--- config.mk ---
export PLATFORM = sky130hd
export DESIGN_NAME = bus_timer
export DESIGN_NICKNAME = d
export VERILOG_FILES = /design/src/rtl/bus_timer_pkg.sv /design/src/rtl/bus_timer.sv
export SDC_FILE = /design/constraint.sdc
export NUM_CORES = 1
export LEC_CHECK = 0
export CAP_MARGIN = 20
export CORE_ASPECT_RATIO = 1.2
export CORE_MARGIN = 3
export CORE_UTILIZATION = 30
export CTS_CLUSTER_SIZE = 10
export DETAILED_ROUTE_END_ITERATION = 8
export DONT_BUFFER_PORTS = 1
export MAX_ROUTING_LAYER = met4
export PLACE_DENSITY = 0.46
export SYNTH_ARGS = -nofsm -noshare
export SYNTH_HDL_FRONTEND = slang
export SYNTH_SLANG_ARGS = --single-unit
--- constraint.sdc ---
create_clock -name clk -period 2.6 [get_ports clk]
set_input_delay 0.52 -clock clk [delete_from_list [all_inputs] [get_ports clk]]
set_output_delay 0.52 -clock clk [all_outputs]
set_load 0.05 [all_outputs]
--- src/rtl/bus_timer_pkg.sv ---
// Shared constants for the memory-mapped system timers: base addresses,
// register selects, CTRL bit positions, MODE encodings and FSM states.
package bus_timer_pkg;

    localparam int unsigned DATA_W = 32;
    localparam int unsigned CTRL_W = 4;

    // Timer instance base addresses and decoded span (three 32-bit words)
    localparam logic [31:0] T0_BASE = 32'h0000_7f00;
    localparam logic [31:0] T1_BASE = 32'h0000_7f10;
    localparam logic [31:0] SPAN    = 32'h0000_000b;

    // Register selects taken from addr[3:2]
    localparam logic [1:0] SEL_CTRL   = 2'd0;
    localparam logic [1:0] SEL_PRESET = 2'd1;
    localparam logic [1:0] SEL_COUNT  = 2'd2;

    // CTRL bit positions
    localparam int unsigned CTRL_EN      = 0;
    localparam int unsigned CTRL_MODE_LO = 1;
    localparam int unsigned CTRL_MODE_HI = 2;
    localparam int unsigned CTRL_IM      = 3;

    // MODE encodings; 1x behaves as one-shot
    localparam logic [1:0] MODE_ONESHOT = 2'b00;
    localparam logic [1:0] MODE_RELOAD  = 2'b01;

    typedef enum logic [1:0] {
        ST_IDLE = 2'd0,
        ST_LOAD = 2'd1,
        ST_CNT  = 2'd2,
        ST_INT  = 2'd3
    } state_t;

    // Only the exact auto-reload encoding reloads; everything else is one-shot
    function automatic logic is_reload(input logic [1:0] mode);
        return (mode == MODE_RELOAD);
    endfunction

endpackage

--- src/rtl/bus_timer.sv ---
// Memory-mapped down-counting timer with one-shot / auto-reload modes and a
// maskable level interrupt. Registers: CTRL, PRESET, COUNT (read-only).
module bus_timer
    import bus_timer_pkg::*;
#(
    parameter logic [31:0] BASE = T0_BASE
) (
    input  logic        clk,
    input  logic        reset,
    input  logic [31:0] addr,
    input  logic [3:0]  byteen,
    input  logic [31:0] wdata,
    output logic [31:0] rdata,
    output logic        irq
);

    state_t              r_state;
    logic [CTRL_W-1:0]   r_ctrl;
    logic [DATA_W-1:0]   r_preset;
    logic [DATA_W-1:0]   r_count;
    logic                r_irq_flag;

    logic                w_hit;
    logic [1:0]          w_sel;
    logic                w_wr;
    logic                w_wr_ctrl;
    logic                w_wr_preset;
    state_t              w_state_nxt;
    logic [DATA_W-1:0]   w_count_nxt;
    logic                w_flag_set;
    logic                w_flag_clr;
    logic                w_en_clr;
    logic                w_en;
    logic [1:0]          w_mode;

    // Address decode and write qualification (full-word writes only)
    assign w_hit       = (addr >= BASE) && (addr <= (BASE + SPAN));
    assign w_sel       = addr[3:2];
    assign w_wr        = w_hit && (byteen == 4'b1111);
    assign w_wr_ctrl   = w_wr && (w_sel == SEL_CTRL);
    assign w_wr_preset = w_wr && (w_sel == SEL_PRESET);
    assign w_en        = r_ctrl[CTRL_EN];
    assign w_mode      = r_ctrl[CTRL_MODE_HI:CTRL_MODE_LO];

    // FSM state register
    always_ff @(posedge clk or posedge reset) begin
        if (reset) begin
            r_state <= ST_IDLE;
        end else begin
            r_state <= w_state_nxt;
        end
    end

    // Next-state, next-count and flag/enable side effects
    always_comb begin
        w_state_nxt = r_state;
        w_count_nxt = r_count;
        w_flag_set  = 1'b0;
        w_flag_clr  = 1'b0;
        w_en_clr    = 1'b0;
        case (r_state)
            ST_IDLE: begin
                if (w_en) begin
                    w_state_nxt = ST_LOAD;
                end
            end
            ST_LOAD: begin
                w_count_nxt = r_preset;
                w_state_nxt = ST_CNT;
            end
            ST_CNT: begin
                if (!w_en) begin
                    w_state_nxt = ST_IDLE;
                end else if (r_count > 32'd1) begin
                    w_count_nxt = r_count - 32'd1;
                end else begin
                    w_count_nxt = '0;
                    w_flag_set  = 1'b1;
                    w_state_nxt = ST_INT;
                end
            end
            ST_INT: begin
                if (is_reload(w_mode)) begin
                    w_flag_clr  = 1'b1;
                    w_state_nxt = ST_LOAD;
                end else begin
                    w_en_clr    = 1'b1;
                    w_state_nxt = ST_IDLE;
                end
            end
            default: begin
                w_state_nxt = ST_IDLE;
            end
        endcase
    end

    // CTRL: CPU write wins over the one-shot EN clear
    always_ff @(posedge clk or posedge reset) begin
        if (reset) begin
            r_ctrl <= '0;
        end else if (w_wr_ctrl) begin
            r_ctrl <= wdata[CTRL_W-1:0];
        end else if (w_en_clr) begin
            r_ctrl[CTRL_EN] <= 1'b0;
        end
    end

    // PRESET is only sampled by the FSM in LOAD
    always_ff @(posedge clk or posedge reset) begin
        if (reset) begin
            r_preset <= '0;
        end else if (w_wr_preset) begin
            r_preset <= wdata;
        end
    end

    // COUNT is owned by the FSM; CPU writes to it are dropped
    always_ff @(posedge clk or posedge reset) begin
        if (reset) begin
            r_count <= '0;
        end else begin
            r_count <= w_count_nxt;
        end
    end

    // Interrupt flag: expiry sets it; a CTRL write or an auto-reload clears it
    always_ff @(posedge clk or posedge reset) begin
        if (reset) begin
            r_irq_flag <= 1'b0;
        end else if (w_flag_set) begin
            r_irq_flag <= 1'b1;
        end else if (w_wr_ctrl || w_flag_clr) begin
            r_irq_flag <= 1'b0;
        end
    end

    // Combinational read mux; zero outside the decoded window
    always_comb begin
        rdata = '0;
        if (w_hit) begin
            case (w_sel)
                SEL_CTRL:   rdata = {28'b0, r_ctrl};
                SEL_PRESET: rdata = r_preset;
                SEL_COUNT:  rdata = r_count;
                default:    rdata = '0;
            endcase
        end
    end

    assign irq = r_irq_flag & r_ctrl[CTRL_IM];

endmodule

==> results.cfg <==
[outcome]
status = complete, but fails checks
violations = setup timing

[sta]
maxSlewHeadroom_pct = 62.0
unrepaired_setup_endpoints_after_global_routing = yes
worst_tran_pin_value_ps = 571
finalCriticalPeriod_ps = 2610
max_clock_freq_mhz = 383
final-hold-violation-count = 0
worst_clock_skew_ps = 5.74
fin_ws_ps = -12.3
final.setup.tns_ps = -12.7
finalMaxSlewViolations = 0
hold-worst-slack_ps = 310
setup_viol_count_final = 2
finalCritPeriodShare_pct = 100

[layout]
nets = 572
antenna_cells_inserted = 0
fin_util_pct = 42.7
post_route_cells_drive_above_1_share_pct = 35.0
layout-area-overhead-vs-synth_pct = 39.2

[power]
p_per_area_nw_per_um2 = 399
p_leak_nw = 2.58
total_power_mw = 2.36
ir_drop_uv = 255

[floorplan]
number_of_placement_rows = 47
die_area_um2 = 15600
floorplan.die.width_um = 115
floorplan.initialDensity_pct = 30.7
core-area_um2 = 13800
top_level_pins = 103
dieHeight_um = 136

[routing]
initialDrtViolationCount = 193
totalWireLength_um = 13100
drt-vias-per-instance = 5.70
post_drt_antenna_nets = 0
route.detailed.wl_per_inst_um = 19.4
drtPass1Iterations = 4
vias = 3843
drc = 0

[clock_tree]
cts-root-buf = clkbuf_16
tritoncts.num_buffers = 9
tritoncts = built
max-clock-path-buffers = 2
worst_skew_pair.late_latency_ps = 340
cts-htree-levels = 3
clkSinkCount = 71
clkTransAtPathRegs_ps = 50

[yosys]
synth_cell_types = 61
synthesis.area_per_instance_um2 = 9.58
ys_seq_area_share_pct = 41.9
yosys-top-cells-area = dfrtp_1, mux2_2, a22oi_1
synthFlopType = dfrtp_1
synth_top_cell_area_share_pct = 41.9
ys_warn_count = 0
mappedNetlistArea_um2 = 4240
synth_edf_count = 0
ys_seq_elements = 71
syn_inst = 443
synthArstFlopShare_pct = 100
netlist.top_cell.by_area = dfrtp_1
mappedNetlistNets = 515

[global_route]
first_global_vias = 4097
maximum_number_of_pins_on_one_net_before_global_route_repair = 40
grt_antenna_before_repair = 0
grt-ovfl-total = 0
grt_first_pass_wirelength_um = 21400
grtUsageTotal_pct = 17.9

[setup_path]
largest_fanout_on_the_critical_path = 16
crit_arrival_ps = 2090
worst_path_required_ps = 2080
startpoint_type = input port
sort_of_element_at_the_end_of_the_critical_path = output pin
critical_path_class = input port to output pin

[place]
place_congestion = 0.857
place_ws_ps = -145
place.detailed.hpwl_um = 9770
count_of_buffers_inserted_at_the_top_level_ports = 0

[min_path]
hold_path.class = input port to flip-flop

[job]
max_cap_viols = 0
==> registers in the layout, summed over array words and instances, names as in the netlist <==
signal / flops
r_count: 32
r_ctrl: 4
r_irq_flag: 1
r_preset: 32
r_state: 2
==> logic make-up after synthesis <==
family | after synthesis | share of synthesized area [%]
AOI/OAI and AO/OA | 115 | 20.2
muxes | 40 | 10.5
DFF | 71 | 41.9
buffers and inverters | 41 | 4.27
and+or+nand+nor | 174 | 22.6
adders and majority gates | 2 | 0.590
==> layer usage <==
metal / GRT usage, % / vias up / share of wire, %
met3: 3.47 / 12 / 4.1
met2: 30.4 / 80 / 52
met4: 5.94 / 0 / 1.5
li1: - / 1813 / -
met1: 21.3 / 1938 / 42
met5: - / - / 0
==> worst paths after layout <==
check                                        start                  endpoint  slack, ps  depth (start not counted)
max in group asynchronous                    reset    r_count[0]$_DFFE_PP0P_       1200                          3
min reg2reg                r_preset[5]$_DFFE_PP0P_    r_count[5]$_DFFE_PP0P_        530                          2
max reg2reg                 r_count[5]$_DFFE_PP0P_   r_count[27]$_DFFE_PP0P_         80                          6
min                                       wdata[8]   r_preset[8]$_DFFE_PP0P_        310                          1
max                                       addr[31]                  rdata[0]        -10                          6
min in group asynchronous                    reset  r_preset[24]$_DFFE_PP0P_        560                          2
==> cell type report <==
| cell class | count | area (um^2) |
|---|---|---|
| inverters | 8 | 30.0 |
| repair buffers | 79 | 1040 |
| clock buffers | 14 | 284 |
| multi-input cells | 331 | 2560 |
| flip-flops and latches | 71 | 1780 |
| fillers | 1339 | 7910 |
| well taps | 171 | 214 |
==> cells in the mapped netlist, drive strengths merged, types with 9 or more instances <==
| cell | number |
|---|---|
| a21oi | 17 |
| a22oi | 29 |
| dfrtp | 71 |
| o21ai | 9 |
| nand3 | 17 |
| nor4 | 10 |
| nor3 | 9 |
| o311ai | 11 |
| clkbuf | 27 |
| nor2 | 50 |
| nand2 | 30 |
| mux2 | 35 |
| and3 | 11 |
| or4 | 14 |
==> cells in the final DEF (no fill, tap or decap), types with 11 or more instances in the layout <==
master	count
dfrtp_1	70
mux2_2	29
nor2_4	30
nor2_1	18
buf_4	42
nand2_1	30
a21oi_1	17
buf_12	35
and3_1	11
a22oi_1	29
nand3_1	17
==> worst max-delay path, cell delays in order <==
cell	delay, ps
or4_4	520
nor4_4	320
nand4_4	190
buf_12	230
nor2_2	130
buf_6	160
==> per-stage QoR <==
| step | instance area (um^2) | instances |
|---|---|---|
| after detailed placement | 5580 | 656 |
| final | 5910 | 674 |
| after floorplan | 4580 | 443 |
| after CTS | 5890 | 673 |
| after global routing | 5910 | 674 |
| after global placement | 5580 | 656 |
==> where the power goes <==
part,switching (mW),total [mW],internal [mW]
combinational,0.0430,0.0558,0.0128
clock,0.454,1.19,0.740
sequential,0.0000000155,1.11,1.11
total,0.497,2.36,1.86
==> timing repair <==
action                                  in CTS  in global routing
endpoints found under the setup margin      32                 35
resized for setup                            1                  2
endpoints found under the hold margin        9                  0
pin swaps                                    0                  1
gates cloned                                 0                  0
hold buffers                                 1                  0
setup buffers                                2                  1
(Power assumes the default switching activity.)
